$ cat src/rtl/clk_div_pkg.sv
// Shared definitions for the programmable clock divider: FSM states and divisor floor.
package clk_div_pkg;

  typedef enum logic {
    IDLE = 1'b0,
    RUN  = 1'b1
  } state_t;

  localparam int unsigned MIN_DIV = 2;

endpackage

$ cat src/rtl/clk_div_duty_fix.sv
// Odd-divisor duty correction: a negedge copy of the posedge clock register,
// ORed back in to stretch the high phase by half a clk period.
module clk_div_duty_fix (
  input  logic clk,
  input  logic rst,
  input  logic odd_en,
  input  logic clk_pos,
  output logic clk_out
);

  logic neg_q;

  always_ff @(negedge clk) begin
    if (rst) neg_q <= 1'b0;
    else     neg_q <= clk_pos;
  end

  assign clk_out = clk_pos | (neg_q & odd_en);

endmodule

$ cat src/rtl/clk_div_prog.sv
// Programmable integer clock divider with load/ack divisor handshake.
// Optional ODD_DUTY50_EN: exact 50% duty for odd divisors via clk_div_duty_fix.
module clk_div_prog
  import clk_div_pkg::*;
#(
  parameter int unsigned WIDTH   = 8,
  parameter int unsigned DEF_DIV = 3
) (
  input  logic             clk,
  input  logic             rst,
  input  logic             en,
  input  logic [WIDTH-1:0] div_val,
  input  logic             div_load,
  output logic             div_ack,
  output logic [WIDTH-1:0] active_div,
  output logic             clk_out,
  output logic             tick,
  output logic             div_err
);

  localparam logic [WIDTH-1:0] DEF_DIV_W = WIDTH'(DEF_DIV);
  localparam logic [WIDTH-1:0] MIN_DIV_W = WIDTH'(MIN_DIV);

  state_t           state;
  logic [WIDTH-1:0] cnt;
  logic [WIDTH-1:0] pend_val;
  logic             pend_vld;
  logic             clk_q;

  logic             wrap;
  logic             apply;
  logic             clamp;
  logic [WIDTH-1:0] new_div;

  // Pending divisor lands only where cnt restarts at 0; IDLE holds cnt at 0.
  always_comb begin
    wrap    = (state == RUN) && (cnt == active_div - 1'b1);
    apply   = pend_vld && ((state == IDLE) || (en && wrap));
    clamp   = (pend_val < MIN_DIV_W);
    new_div = active_div;
    if (apply) new_div = clamp ? MIN_DIV_W : pend_val;
  end

  always_ff @(posedge clk) begin
    if (rst) begin
      state      <= IDLE;
      cnt        <= '0;
      active_div <= DEF_DIV_W;
      pend_val   <= '0;
      pend_vld   <= 1'b0;
      clk_q      <= 1'b0;
      tick       <= 1'b0;
      div_ack    <= 1'b0;
      div_err    <= 1'b0;
    end else begin
      active_div <= new_div;
      div_ack    <= apply;
      if (apply && clamp) div_err <= 1'b1;

      // A load on the applying edge refills pending for the following boundary.
      if (div_load) begin
        pend_val <= div_val;
        pend_vld <= 1'b1;
      end else if (apply) begin
        pend_vld <= 1'b0;
      end

      case (state)
        IDLE: begin
          cnt <= '0;
          if (en) begin
            state <= RUN;
            clk_q <= 1'b1;
            tick  <= 1'b1;
          end else begin
            clk_q <= 1'b0;
            tick  <= 1'b0;
          end
        end
        RUN: begin
          if (!en) begin
            state <= IDLE;
            cnt   <= '0;
            clk_q <= 1'b0;
            tick  <= 1'b0;
          end else if (wrap) begin
            cnt   <= '0;
            clk_q <= 1'b1;
            tick  <= 1'b1;
          end else begin
            cnt   <= cnt + 1'b1;
            clk_q <= ((cnt + 1'b1) < (new_div >> 1));
            tick  <= 1'b0;
          end
        end
        default: begin
          state <= IDLE;
          cnt   <= '0;
          clk_q <= 1'b0;
          tick  <= 1'b0;
        end
      endcase
    end
  end

`ifdef ODD_DUTY50_EN
  clk_div_duty_fix u_duty_fix (
    .clk     (clk),
    .rst     (rst),
    .odd_en  (active_div[0]),
    .clk_pos (clk_q),
    .clk_out (clk_out)
  );
`else
  assign clk_out = clk_q;
`endif

endmodule

$ cat config.mk
export PLATFORM = sky130hd
export DESIGN_NAME = clk_div_prog
export DESIGN_NICKNAME = d
export VERILOG_FILES = /design/src/rtl/clk_div_pkg.sv /design/src/rtl/clk_div_duty_fix.sv /design/src/rtl/clk_div_prog.sv
export SDC_FILE = /design/constraint.sdc
export NUM_CORES = 1
export LEC_CHECK = 0
export CORE_ASPECT_RATIO = 0.75
export CORE_MARGIN = 2
export CORE_UTILIZATION = 54
export CTS_CLUSTER_SIZE = 12
export DETAILED_ROUTE_END_ITERATION = 6
export PLACE_DENSITY_LB_ADDON = 0.2
export SYNTH_ARGS = -nofsm -noshare
export SYNTH_HDL_FRONTEND = slang
export SYNTH_SLANG_ARGS = --single-unit
$ cat constraint.sdc
create_clock -name clk -period 3.9 [get_ports clk]
set_input_delay 0.585 -clock clk [delete_from_list [all_inputs] [get_ports clk]]
set_output_delay 0.585 -clock clk [all_outputs]
set_load 0.02 [all_outputs]
After elaboration in Yosys (flattened, before gate mapping)
Index checks and enable logic that the tools add are counted.
{"block": "classes", "add_sub_neg": 2, "magnitude_cmp": 2, "n_eq_ne": 1, "n_mux": 14, "bitwise_logic": 1, "n_reduce_logical": 6}
{"cell": "$mux W8", "n": 4}
{"cell": "$pmux W8 S2", "n": 1}
{"cell": "$add A8 B1 Y8 const B", "n": 1}
{"cell": "$eq A8 B8 Y1", "n": 1}
{"cell": "$lt A8 B2 Y1 const B", "n": 1}
{"cell": "$lt A8 B7 Y1", "n": 1}
{"cell": "$sub A8 B1 Y8 const B", "n": 1}
{"cell": "$mux W1", "n": 7}
{"cell": "$logic_and A1 B1 Y1", "n": 4}
{"cell": "$pmux W1 S2", "n": 2}
{"cell": "$reduce_bool A2 Y1", "n": 1}
{"cell": "$logic_or A1 B1 Y1", "n": 1}
{"cell": "$not A1 Y1", "n": 1}
{"block": "word_totals", "register_bits": 30, "out_inout_bits": 12, "elab_cells": 36}

Depth between registers and ports, before layout
{"block": "depth", "depth_word": 11, "ltp_mapped": 18, "ltp_nobuf": 16}

Worst setup path before layout
Ideal clock, no wire load.
{"block": "synth_timing", "path_kind": "register to register", "start": "register active_div[0]", "end": "register clk_q, in the netlist clk_out", "arrival_time_ns": 3.279, "setup_slack_ns": 0.542, "path_stages_with_launch": 17, "path_buffers": 2, "cell_sequence": "dfxtp_1 -> buf_2 -> inv_1 -> ha_1 -> xnor2_1 -> a211oi_1 -> nand4_1 -> or3_4 -> a21bo_1 -> buf_6 -> mux2i_1 -> ha_1 -> a21o_1 -> nand2_1 -> and4b_1 -> nand4b_1 -> o211ai_1"}
{"block": "synth_via", "elab_chain_len": 11}
{"element": "start, declared", "line": "clk_div_prog.sv:15", "source": "output logic [WIDTH-1:0] active_div,"}
{"element": "start signal, assigned", "line": "clk_div_prog.sv:56", "source": "active_div <= new_div;"}
{"element": "$sub A8 B1 Y8 *", "line": "clk_div_prog.sv:37", "source": "wrap = (state == RUN) && (cnt == active_div - 1'b1);"}
{"element": "$eq A8 B8 Y1 *", "line": "clk_div_prog.sv:37"}
{"element": "$logic_and A1 B1 Y1 *", "line": "clk_div_prog.sv:37"}
{"element": "$logic_and A1 B1 Y1", "line": "clk_div_prog.sv:38", "source": "apply = pend_vld && ((state == IDLE) || (en && wrap));"}
{"element": "$logic_or A1 B1 Y1", "line": "clk_div_prog.sv:38"}
{"element": "$logic_and A1 B1 Y1", "line": "clk_div_prog.sv:38"}
{"element": "$mux W8", "line": "clk_div_prog.sv:41", "source": "if (apply) new_div = clamp ? MIN_DIV_W : pend_val;"}
{"element": "$lt A8 B7 Y1", "line": "clk_div_prog.sv:92", "source": "clk_q <= ((cnt + 1'b1) < (new_div >> 1));"}
{"element": "$mux W1 *", "line": "clk_div_prog.sv:86", "source": "end else if (wrap) begin"}
{"element": "$mux W1 *", "line": "clk_div_prog.sv:81", "source": "if (!en) begin"}
{"element": "$pmux W1 S2 *", "line": "clk_div_prog.sv:68", "source": "case (state)"}
{"element": "end signal, assigned", "line": "clk_div_prog.sv:92"}
{"element": "end, declared", "line": "clk_div_prog.sv:28", "source": "logic clk_q;"}
Mark *: on every way between the ends. The rest lies on a longest branch, timed or not.
A chain may end at the register's enable or synchronous reset.

Worst setup path in the final report
{"block": "layout_timing", "start": "register active_div[1]", "end": "register clk_q, in the netlist clk_out"}
{"block": "layout_via", "elab_chain_len": 11}
{"element": "$sub A8 B1 Y8", "line": "clk_div_prog.sv:37"}
{"element": "$eq A8 B8 Y1", "line": "clk_div_prog.sv:37"}
{"element": "$logic_and A1 B1 Y1", "line": "clk_div_prog.sv:37"}
{"element": "$logic_and A1 B1 Y1", "line": "clk_div_prog.sv:38"}
{"element": "$logic_or A1 B1 Y1", "line": "clk_div_prog.sv:38"}
{"element": "$logic_and A1 B1 Y1", "line": "clk_div_prog.sv:38"}
{"element": "$mux W8", "line": "clk_div_prog.sv:41"}
{"element": "$lt A8 B7 Y1", "line": "clk_div_prog.sv:92"}
{"element": "$mux W1 *", "line": "clk_div_prog.sv:86"}
{"element": "$mux W1 *", "line": "clk_div_prog.sv:81"}
{"element": "$pmux W1 S2 *", "line": "clk_div_prog.sv:68"}
Marks and branches as above.

==> results.tsv <==
metric	value	unit
outcome	finished, final reports clean	
I/O Buffers	23	
post-CTS setup repair buffer count	0	
post-route cell area	0.00206	mm2
CP Max Fanout	10	
Pwr Density	343	mW/mm2
Max VDD drop	0.000240	V
Post-synth EDFFs	0	
crit path buf inv count	1	
Final nets	232	
max-cap check violation count	0	
Clock Tree Root	clkbuf_8	
Die ar.	0.00371	mm2
RSZ-0062 raised after global routing	false	
hold endpoint	div_err	
Async SR Flop Fraction	0	
Slew headroom	0.322	
setup TNS	0	ns
Gate Count Post-Synth	193	
DRT Wirelength	4020	um
largest net degree at the start of global routing	30	
CORE AREA	0.00302	mm2
Num CTS Buffers	5	
die height	53.3	um
CTS tree	done	
ratio of cells with drive above 1 in the final layout	0.0657	
Overflow after GRT	0	
RR Startpoint	active_div[1]	
Final ANT Viol Nets	0	
Fin. Hold Viols	0	
initial DRC count	120	
first-pass detailed-route iteration total	4	
largest area contributor in the netlist	dfxtp_1	
Worst Hold Launch	div_err	
antenna violations before repair	0	
via count	1486	
crit path DAT	3.80	ns
starting density of the core	0.579	
Worst Path Required	4.11	ns
Worst Setup End Kind	register	
setup violators final	0	
HP Class	reg2reg	
GP Congestion	0.952	
post-synthesis cell type count	43	
Post-synth top flop	dfxtp_1	
DP Area	0.00197	mm2
clk_lat worst skew	0.29	ns
r2r worst-path depth	14	
GRT Overall Usage	0.235	
number of I/O pins	24	
clk slew on worst S/H paths	0.07	ns
Mapped Nets	213	
Post-Syn Area	0.00175	mm2
fmax	279	MHz
r2r endpoint	clk_out	
first-pass GRT wire length	6540	um
Worst R2R Setup Slack	0.31	ns
Synth Register Bits	30	
Crit path largest cell delay	0.49	ns
vias in the first global route	1355	
DRC Markers	0	
worst slew pin tran	1.00	ns
drt wl/cell	16.0	um
hold depth	2	
Worst path most repeated cell	ha_1	
ant diodes	0	
Via density	5.92	
post-synth top area share	0.344	
CP Cell Sequence	inv_1 > ha_1 > o2111ai_1 > o41ai_1 > a311oi_1 > or3_4 > a21bo_2 > mux2i_1 > ha_1 > a21o_1 > nand2_1 > and4b_1 > nand4b_1 > o211ai_1	
post_cts resized	0	
clk buf depth	2	
CTS sink cnt	30	
Final Slew Violations	0	
Yosys warnings	0	
H-tree depth	2	
Chip Width	69.7	um
startpoint types	register	
CTS Hold Bufs	0	
Slowest-stage cell, CP	dfxtp_1	
detailed placement HPWL	3030	um
final worst-path cycle share	0.920	
Syn Area/Cell	9.06	um2
P_leak	0.857	nW
top post-synthesis cells by area	dfxtp_1 (34%), mux2i_1 (13%), ha_1 (5.7%), xnor2_1 (5.5%), nand2b_1 (5.0%)	
Fin Clk Skew	0.00964	ns
Seq/Total Area, Yosys	0.344	
Crit path max-delay family	compound AO/OA/AOI/OAI gates	
min cycle time layout	3.59	ns
Placement Rows	17	
Area growth syn-to-layout	18.0	%
Setup CP Type	reg2reg	
[cells in the final DEF (no fill, tap or decap), types with 2 or more instances in the layout]
cell / Yosys / final
a21oi_1: 4 / 4
a311oi_1: 2 / 2
a31oi_1: 3 / 3
and3_1: 2 / 2
and3b_1: 2 / 2
clkbuf_8: 0 / 6
clkdlybuf4s50_1: 0 / 23
dfxtp_1: 30 / 30
ha_1: 8 / 8
inv_1: 6 / 6
mux2i_1: 22 / 22
nand2_1: 11 / 11
nand2b_1: 14 / 14
nand3_1: 4 / 4
nor2_1: 21 / 21
nor2b_1: 8 / 8
nor4_1: 3 / 3
o21ai_0: 5 / 5
o31ai_1: 2 / 2
xnor2_1: 11 / 11
xor2_1: 4 / 4
[per-layer routing]
layer  vias to the layer above  wire, um  part of all wire  GRT usage
li1                        711         -                 -          -
met1                       710      1880              0.47      0.286
met2                        52      1840              0.46      0.386
met3                        13       194             0.048     0.0629
met4                         0       104             0.026      0.128
met5                         -         0                 0          0
[flip-flops by register name (all words and copies together), names as in the netlist]
register / flops
cnt: 8
state: 1
div_err: 1
clk_out: 1
pend_vld: 1
tick: 1
div_ack: 1
pend_val: 8
active_div: 8
[worst reg2reg max path, cell delays in order, from the launching register on]
cell and delay [ns]:
dfxtp_1 0.49, inv_1 0.11, ha_1 0.25, o2111ai_1 0.26
o41ai_1 0.12, a311oi_1 0.43, or3_4 0.26, a21bo_2 0.34
mux2i_1 0.24, ha_1 0.26, a21o_1 0.16, nand2_1 0.06
and4b_1 0.22, nand4b_1 0.11, o211ai_1 0.19
[Yosys cell counts (3+ instances only)]
| master | instances |
|---|---|
| nand2b_1 | 14 |
| mux2i_1 | 22 |
| nor2_1 | 21 |
| nand3_1 | 4 |
| o21ai_0 | 5 |
| a21oi_1 | 4 |
| inv_1 | 6 |
| nor4_1 | 3 |
| dfxtp_1 | 30 |
| nor2b_1 | 8 |
| ha_1 | 8 |
| nand2_1 | 11 |
| clkbuf_1 | 5 |
| xnor2_1 | 11 |
| xor2_1 | 4 |
| a31oi_1 | 3 |
| buf_2 | 3 |
[metrics by stage]
| step | power [mW] | std cells | util | worst slack [ns] | hold WS, ns |
|---|---|---|---|---|---|
| after floorplan | 0.415 | 193 | - | 0.542 | 0.461 |
| after global routing | 0.736 | 251 | 0.683 | 0.0908 | 0.542 |
| after global placement | 0.448 | 243 | 0.652 | 0.467 | 0.483 |
| final | 0.708 | 251 | 0.683 | 0.313 | 0.513 |
| after detailed placement | 0.453 | 243 | 0.652 | 0.297 | 0.487 |
| after CTS | 0.710 | 251 | 0.683 | 0.266 | 0.510 |
[where the power goes]
part           leakage (nW)  switching [mW]  internal, mW  total, mW
Clock                0.0472           0.118         0.141      0.260
Combinational         0.565          0.0562        0.0555      0.112
Sequential            0.245          0.0170         0.319      0.336
[worst max path at each step]
| stage | start | to | slack (ns) | cells after the start |
|---|---|---|---|---|
| floorplan | active_div[0] | clk_out | 0.54 | 16 |
| global placement | active_div[0] | clk_out | 0.47 | 14 |
| detailed placement | active_div[1] | clk_out | 0.30 | 14 |
| CTS | active_div[0] | clk_out | 0.27 | 14 |
| global route | active_div[1] | clk_out | 0.09 | 14 |
| finish | active_div[1] | clk_out | 0.31 | 14 |
[kinds of logic after synthesis]
group                      Yosys count  share of synthesized area
adders and majority gates            8                     0.0573
and+or+nand+nor                     73                      0.226
AOI/OAI and AO/OA                   27                      0.122
buffers and inverters               18                     0.0501
muxes                               22                      0.126
xor gates and xnor gates            15                     0.0752
DFF                                 30                      0.344
[cell type report]
| class | instances | area [um2] |
|---|---|---|
| clock buffers | 6 | 82.6 |
| clock inverters | 2 | 12.5 |
| fillers | 253 | 957 |
| inverters | 6 | 22.5 |
| multi-input cells | 145 | 1060 |
| flip-flops and latches | 30 | 601 |
| well taps | 38 | 47.5 |
| repair buffers | 24 | 238 |
Note: power is estimated with default switching activity, not from simulation.
